===== src/rtl/zeroheti_obi_xbar_demux.sv =====
`default_nettype none
`timescale 1ns/1ps
// ============================================================================
// Module   : zeroheti_obi_xbar_demux (with zeroheti_pkg address map)
// Brief    : Single-host OBI demux routing core data requests to zeroHETI
//            slaves, in-order responses tracked by a small ID FIFO.
// Revision : 1.0 - initial release
// ============================================================================

package zeroheti_pkg;

   typedef struct packed {
      logic [31:0] base;
      logic [31:0] last;
   } addr_rule_t;

   typedef struct packed {
      addr_rule_t dbg;
      addr_rule_t imem;
      addr_rule_t dmem;
      addr_rule_t hetic;
      addr_rule_t uart;
      addr_rule_t mtimer;
      addr_rule_t ext;
   } addr_map_t;

   // Ranges are [base, last) except ext, whose last is inclusive.
   localparam addr_map_t AddrMap = '{
      dbg    : '{base: 32'h0000_0000, last: 32'h0000_1000},
      imem   : '{base: 32'h0001_0000, last: 32'h0001_8000},
      dmem   : '{base: 32'h0002_0000, last: 32'h0002_8000},
      hetic  : '{base: 32'h0000_1000, last: 32'h0000_2000},
      uart   : '{base: 32'h0000_2000, last: 32'h0000_2100},
      mtimer : '{base: 32'h0000_2100, last: 32'h0000_2114},
      ext    : '{base: 32'h0003_0000, last: 32'hFFFF_FFFF}
   };

endpackage

module zeroheti_obi_xbar_demux #(
   parameter int unsigned              MaxOutstanding = 2,
   parameter zeroheti_pkg::addr_map_t  Map            = zeroheti_pkg::AddrMap
) (
   input  logic             clk_i,
   input  logic             rst_i,
   input  logic             req_i,
   output logic             gnt_o,
   input  logic [31:0]      addr_i,
   input  logic             we_i,
   input  logic [3:0]       be_i,
   input  logic [31:0]      wdata_i,
   output logic             rvalid_o,
   output logic [31:0]      rdata_o,
   output logic             err_o,
   output logic [6:0]       tgt_req_o,
   input  logic [6:0]       tgt_gnt_i,
   output logic [31:0]      tgt_addr_o,
   output logic             tgt_we_o,
   output logic [3:0]       tgt_be_o,
   output logic [31:0]      tgt_wdata_o,
   input  logic [6:0]       tgt_rvalid_i,
   input  logic [6:0][31:0] tgt_rdata_i,
   input  logic [6:0]       tgt_err_i
);

   localparam int                c_NUM_TGT = 7;
   localparam logic [2:0]        c_ERR_ID  = 3'd7;
   localparam int unsigned       c_PTR_W   = (MaxOutstanding > 1) ? $clog2(MaxOutstanding) : 1;
   localparam int unsigned       c_CNT_W   = $clog2(MaxOutstanding + 1);
   localparam logic [c_CNT_W-1:0] c_MAX_CNT = c_CNT_W'(MaxOutstanding);
   localparam logic [c_PTR_W-1:0] c_LAST_PTR = c_PTR_W'(MaxOutstanding - 1);

   logic [31:0]          w_base [c_NUM_TGT];
   logic [31:0]          w_last [c_NUM_TGT];
   logic [6:0]           w_hit;
   logic [2:0]           w_id;
   logic [6:0]           w_id_oh;
   logic [2:0]           w_head_id;
   logic [6:0]           w_head_oh;
   logic                 w_empty;
   logic                 w_accept;
   logic                 w_push;
   logic                 w_pop;

   logic [2:0]           r_ids [MaxOutstanding];
   logic [c_PTR_W-1:0]   r_wr_ptr;
   logic [c_PTR_W-1:0]   r_rd_ptr;
   logic [c_CNT_W-1:0]   r_count;
   logic [2:0]           r_last_id;
   logic                 r_err_rv;

   function automatic logic [6:0] onehot7(input logic [2:0] id);
      logic [6:0] oh;
      for (int k = 0; k < c_NUM_TGT; k++) begin
         oh[k] = (id == 3'(k));
      end
      return oh;
   endfunction

   function automatic logic [c_PTR_W-1:0] ptr_inc(input logic [c_PTR_W-1:0] p);
      return (p == c_LAST_PTR) ? '0 : p + 1'b1;
   endfunction

   assign w_base[0] = Map.dbg.base;    assign w_last[0] = Map.dbg.last;
   assign w_base[1] = Map.imem.base;   assign w_last[1] = Map.imem.last;
   assign w_base[2] = Map.dmem.base;   assign w_last[2] = Map.dmem.last;
   assign w_base[3] = Map.hetic.base;  assign w_last[3] = Map.hetic.last;
   assign w_base[4] = Map.uart.base;   assign w_last[4] = Map.uart.last;
   assign w_base[5] = Map.mtimer.base; assign w_last[5] = Map.mtimer.last;
   assign w_base[6] = Map.ext.base;    assign w_last[6] = Map.ext.last;

   // ext reaches the top of the address space, so its upper bound is inclusive.
   for (genvar k = 0; k < c_NUM_TGT; k++) begin : g_hit
      if (k == c_NUM_TGT - 1) begin : g_incl
         assign w_hit[k] = (addr_i >= w_base[k]) && (addr_i <= w_last[k]);
      end else begin : g_excl
         assign w_hit[k] = (addr_i >= w_base[k]) && (addr_i < w_last[k]);
      end
   end

   always_comb begin
      w_id = c_ERR_ID;
      for (int k = c_NUM_TGT - 1; k >= 0; k--) begin
         if (w_hit[k]) w_id = 3'(k);
      end
   end

   assign w_id_oh   = onehot7(w_id);
   assign w_empty   = (r_count == '0);
   assign w_head_id = r_ids[r_rd_ptr];
   assign w_head_oh = onehot7(w_head_id);

   // Switching targets only once the FIFO is empty keeps responses in order.
   assign w_accept = req_i & ~rst_i & (r_count < c_MAX_CNT)
                   & (w_empty | (w_id == r_last_id));

   always_comb begin
      tgt_req_o = '0;
      gnt_o     = 1'b0;
      if (w_accept) begin
         if (w_id == c_ERR_ID) begin
            gnt_o = 1'b1;
         end else begin
            tgt_req_o = w_id_oh;
            gnt_o     = |(w_id_oh & tgt_gnt_i);
         end
      end
   end

   assign tgt_addr_o  = addr_i;
   assign tgt_we_o    = we_i;
   assign tgt_be_o    = be_i;
   assign tgt_wdata_o = wdata_i;

   always_comb begin
      rvalid_o = 1'b0;
      rdata_o  = '0;
      err_o    = 1'b0;
      if (!rst_i && !w_empty) begin
         if (w_head_id == c_ERR_ID) begin
            rvalid_o = r_err_rv;
            err_o    = r_err_rv;
         end else begin
            for (int k = 0; k < c_NUM_TGT; k++) begin
               if (w_head_oh[k] && tgt_rvalid_i[k]) begin
                  rvalid_o = 1'b1;
                  rdata_o  = tgt_rdata_i[k];
                  err_o    = tgt_err_i[k];
               end
            end
         end
      end
   end

   assign w_push = req_i & gnt_o;
   assign w_pop  = rvalid_o;

   always_ff @(posedge clk_i) begin
      if (rst_i) begin
         r_wr_ptr  <= '0;
         r_rd_ptr  <= '0;
         r_count   <= '0;
         r_last_id <= c_ERR_ID;
         r_err_rv  <= 1'b0;
      end else begin
         if (w_push) begin
            r_ids[r_wr_ptr] <= w_id;
            r_wr_ptr        <= ptr_inc(r_wr_ptr);
            r_last_id       <= w_id;
         end
         if (w_pop) begin
            r_rd_ptr <= ptr_inc(r_rd_ptr);
         end
         case ({w_push, w_pop})
            2'b10:   r_count <= r_count + 1'b1;
            2'b01:   r_count <= r_count - 1'b1;
            default: r_count <= r_count;
         endcase
         r_err_rv <= w_push & (w_id == c_ERR_ID);
      end
   end

endmodule
`default_nettype wire


===== config.mk =====
export PLATFORM = sky130hd
export DESIGN_NAME = zeroheti_obi_xbar_demux
export DESIGN_NICKNAME = d
export VERILOG_FILES = /design/src/rtl/zeroheti_obi_xbar_demux.sv
export SDC_FILE = /design/constraint.sdc
export NUM_CORES = 1
export LEC_CHECK = 0
export ABC_AREA = 1
export CORE_AREA = 2 2 164 166
export CTS_CLUSTER_DIAMETER = 50
export DETAILED_ROUTE_END_ITERATION = 7
export DIE_AREA = 0 0 166 168
export GPL_TIMING_DRIVEN = 0
export PLACE_DENSITY = 0.56
export REMOVE_ABC_BUFFERS = 1
export SYNTH_ARGS = -nofsm -noshare
export SYNTH_HDL_FRONTEND = slang
export SYNTH_SLANG_ARGS = --single-unit

===== constraint.sdc =====
create_clock -name clk_i -period 6.6 [get_ports clk_i]
set_input_delay 1.32 -clock clk_i [delete_from_list [all_inputs] [get_ports clk_i]]
set_output_delay 1.32 -clock clk_i [all_outputs]
set_load 0.01 [all_outputs]

==> flow_summary.toml <==
[global_routing]
antenna_found_initial = 4
grt_remaining_overflow = 0
grt_pass1_vias = 5152
grt_usage_pct = 15.1
grt_pass1_wl_um = 32400
grt_max_degree = 62

[placed_design]
dpl.cell_count = 1230
place_congestion = 0.826
hpwl_um = 18400
pre_cts_ws_ns = 0.736
port_buffers = 349
place_area_mm2 = 0.00684

[timing]
min_period_ns = 5.62
slew-limit-headroom_pct = 20.4
maxSlewViolCount = 0
skew_ns = 0.00301
setup_slack_ns = 0.982
setup_viol = 0
tightest_slew_ns = 1.19
timing.hold.ws_ns = 0.465
finalCritPeriodShare_pct = 85.1
rsz0062_at_grt = "false"
fmax_mhz = 178
finalSetupTns_ns = 0
finalHoldViolations = 0

[critical_path]
crit_required_ns = 5.28
ff2ff_path_depth = 15
cp_max_fo = 32
r2r_slack_ns = 3.18
end_kind = "output port"
crit_arrival_ns = 4.30
cp-start-kind = "primary input"
r2r_end = "r_count[1]$_SDFFE_PP0P_"
path_class = "primary input to output port"

[floorplan]
coreArea_mm2 = 0.0264
die_w_um = 166
die_h_um = 168
die_area_mm2 = 0.0279
initial_core_util_pct = 13.2
rows = 60
io-pin-count = 428

[logic_synthesis]
synth-edff-count = 6
synth_flop_cell = "dfxtp_1"
postSynthCellCount = 635
syn_avg_cell_area_um2 = 5.47
netlist-cell-type-count = 35
seq_area_frac_synth_pct = 10.4
async_flop_share_pct = 0
synth_seq_cells = 15
mappedNetlistArea_mm2 = 0.00347
yosysWarnings = 0

[clocking]
insertion_delay_ns = 0.24
cts_repair_resize_count = 0
cts.htree.levels = 1
holdBufCountCts = 0
post_cts_buffers = 0
cts.sinks = 15
clockRootBuffer = "clkbuf_16"
cts_buffers = 3
clk_path_buf_depth = 2
cts_tree = "yes"
clk_pin_slew_ns = 0.05

[final_layout]
seqCellArea_um2 = 360
final_cell_mix = "clkdlybuf4s50_1 (349), nand2_1 (235), nor2_1 (42), nand4_1 (36), inv_1 (35)"
final_cell_area_mm2 = 0.00695
fin_nets = 1213
area_growth_pct = 100
layout-drive-gt1-share_pct = 5.03
multiInputGateArea_mm2 = 0.00230
final_common_cell = "clkdlybuf4s50_1"
final-instance-count-excl-fill = 1239
final.fill_count = 2895
final_util_pct = 26.4

[drt]
vias_per_cell = 4.21
routed_wl_um = 22500
wl_per_cell_um = 18.2
ant_nets = 0
first_pass_iters = 6
drc = 0
vias = 5213
drt_iter0_drc = 240

[hold_path]
min_path_type = "register to register"
whs_path_depth = 2
hold_end = "r_wr_ptr$_SDFFE_PP0P_"
holdCritStartpoint = "r_wr_ptr$_SDFFE_PP0P_"

[power_and_ir_drop]
power.density_mw_per_mm2 = 77.1
irDropWorstVdd_mv = 0.0853
power.total_mw = 0.535
leakagePower_nw = 2.71

[outcome]
run_status = "finished clean"

[flow_run]
max-cap-violations = 0
==> registers in the layout, summed over array words and instances, names as in the netlist, named ones only <==
signal / cells
r_wr_ptr: 1
r_ids: 6
r_err_rv: 1
r_last_id: 3
r_count: 2
r_rd_ptr: 1
==> worst max-delay path, cell delays in order <==
cell and delay, ns:
clkdlybuf4s50_1 0.45, inv_1 0.20, nand2_1 0.08, inv_1 0.08, nand2_1 0.07, inv_1 0.85, o221ai_1 0.31, a21oi_1 0.29
clkdlybuf4s50_1 0.62
==> cells by family after synthesis <==
group	after synthesis	synth area share (%)
AOI/OAI and AO/OA	109	18.2
buffers and inverters	143	23.7
xor gates and xnor gates	2	0.504
and+or+nand+nor	365	46.8
adders and majority gates	1	0.360
DFF	15	10.4
==> layer usage <==
| layer | share of wire [%] | wire length, um | global-route usage (%) |
|---|---|---|---|
| met4 | 1.6 | 368 | 2.87 |
| met5 | 0.29 | 65 | 1.57 |
| met2 | 45 | 10100 | 24.5 |
| met3 | 12 | 2660 | 6.77 |
| met1 | 41 | 9270 | 18.4 |
==> Yosys cell counts (2+ instances only) <==
cell / count / area (um2)
buf_2: 14 / 70.1
edfxtp_1: 6 / 180
o21ai_1: 2 / 10.0
nand3_2: 4 / 40.0
nor3_1: 2 / 10.0
nand4_1: 36 / 225
dfxtp_1: 9 / 180
o221ai_1: 4 / 35.0
a221oi_1: 6 / 52.6
nand3_1: 21 / 105
a41oi_1: 2 / 17.5
nand2_2: 4 / 25.0
inv_1: 35 / 131
o21ai_0: 34 / 170
buf_4: 72 / 541
nand2_1: 235 / 882
nor2_1: 42 / 158
xor2_1: 2 / 17.5
nand4_2: 2 / 25.0
nor2_2: 10 / 62.6
inv_2: 9 / 33.8
nor2_4: 4 / 45.0
a21oi_1: 32 / 160
clkbuf_1: 12 / 45.0
o22ai_1: 26 / 163
==> layout make-up <==
class	count	share of cell area [%]
Multi-Input combinational cell	477	33.1
Timing Repair Buffer	354	51.9
Clock buffer	4	1.13
Tap cell	341	6.14
Antenna cell	4	0.144
Inverter	44	2.38
Sequential cell	15	5.19
==> where the power goes <==
group	switching, mW	total [mW]	internal [mW]
logic	0.114	0.316	0.201
clock network	0.0352	0.117	0.0817
registers	0.00263	0.103	0.100
==> worst max-delay path by stage <==
stage	startpoint	to	slack, ns	cells after the start
after floorplan	tgt_rvalid_i[1]	err_o	2.62	10
after global placement	tgt_rvalid_i[1]	err_o	0.46	12
after detailed placement	tgt_rvalid_i[6]	rvalid_o	0.74	8
after CTS	tgt_rvalid_i[6]	rvalid_o	0.73	8
after global routing	rst_i	rdata_o[20]	0.55	9
final	rst_i	rdata_o[20]	0.98	9
Note: power is estimated with default switching activity, not from simulation.
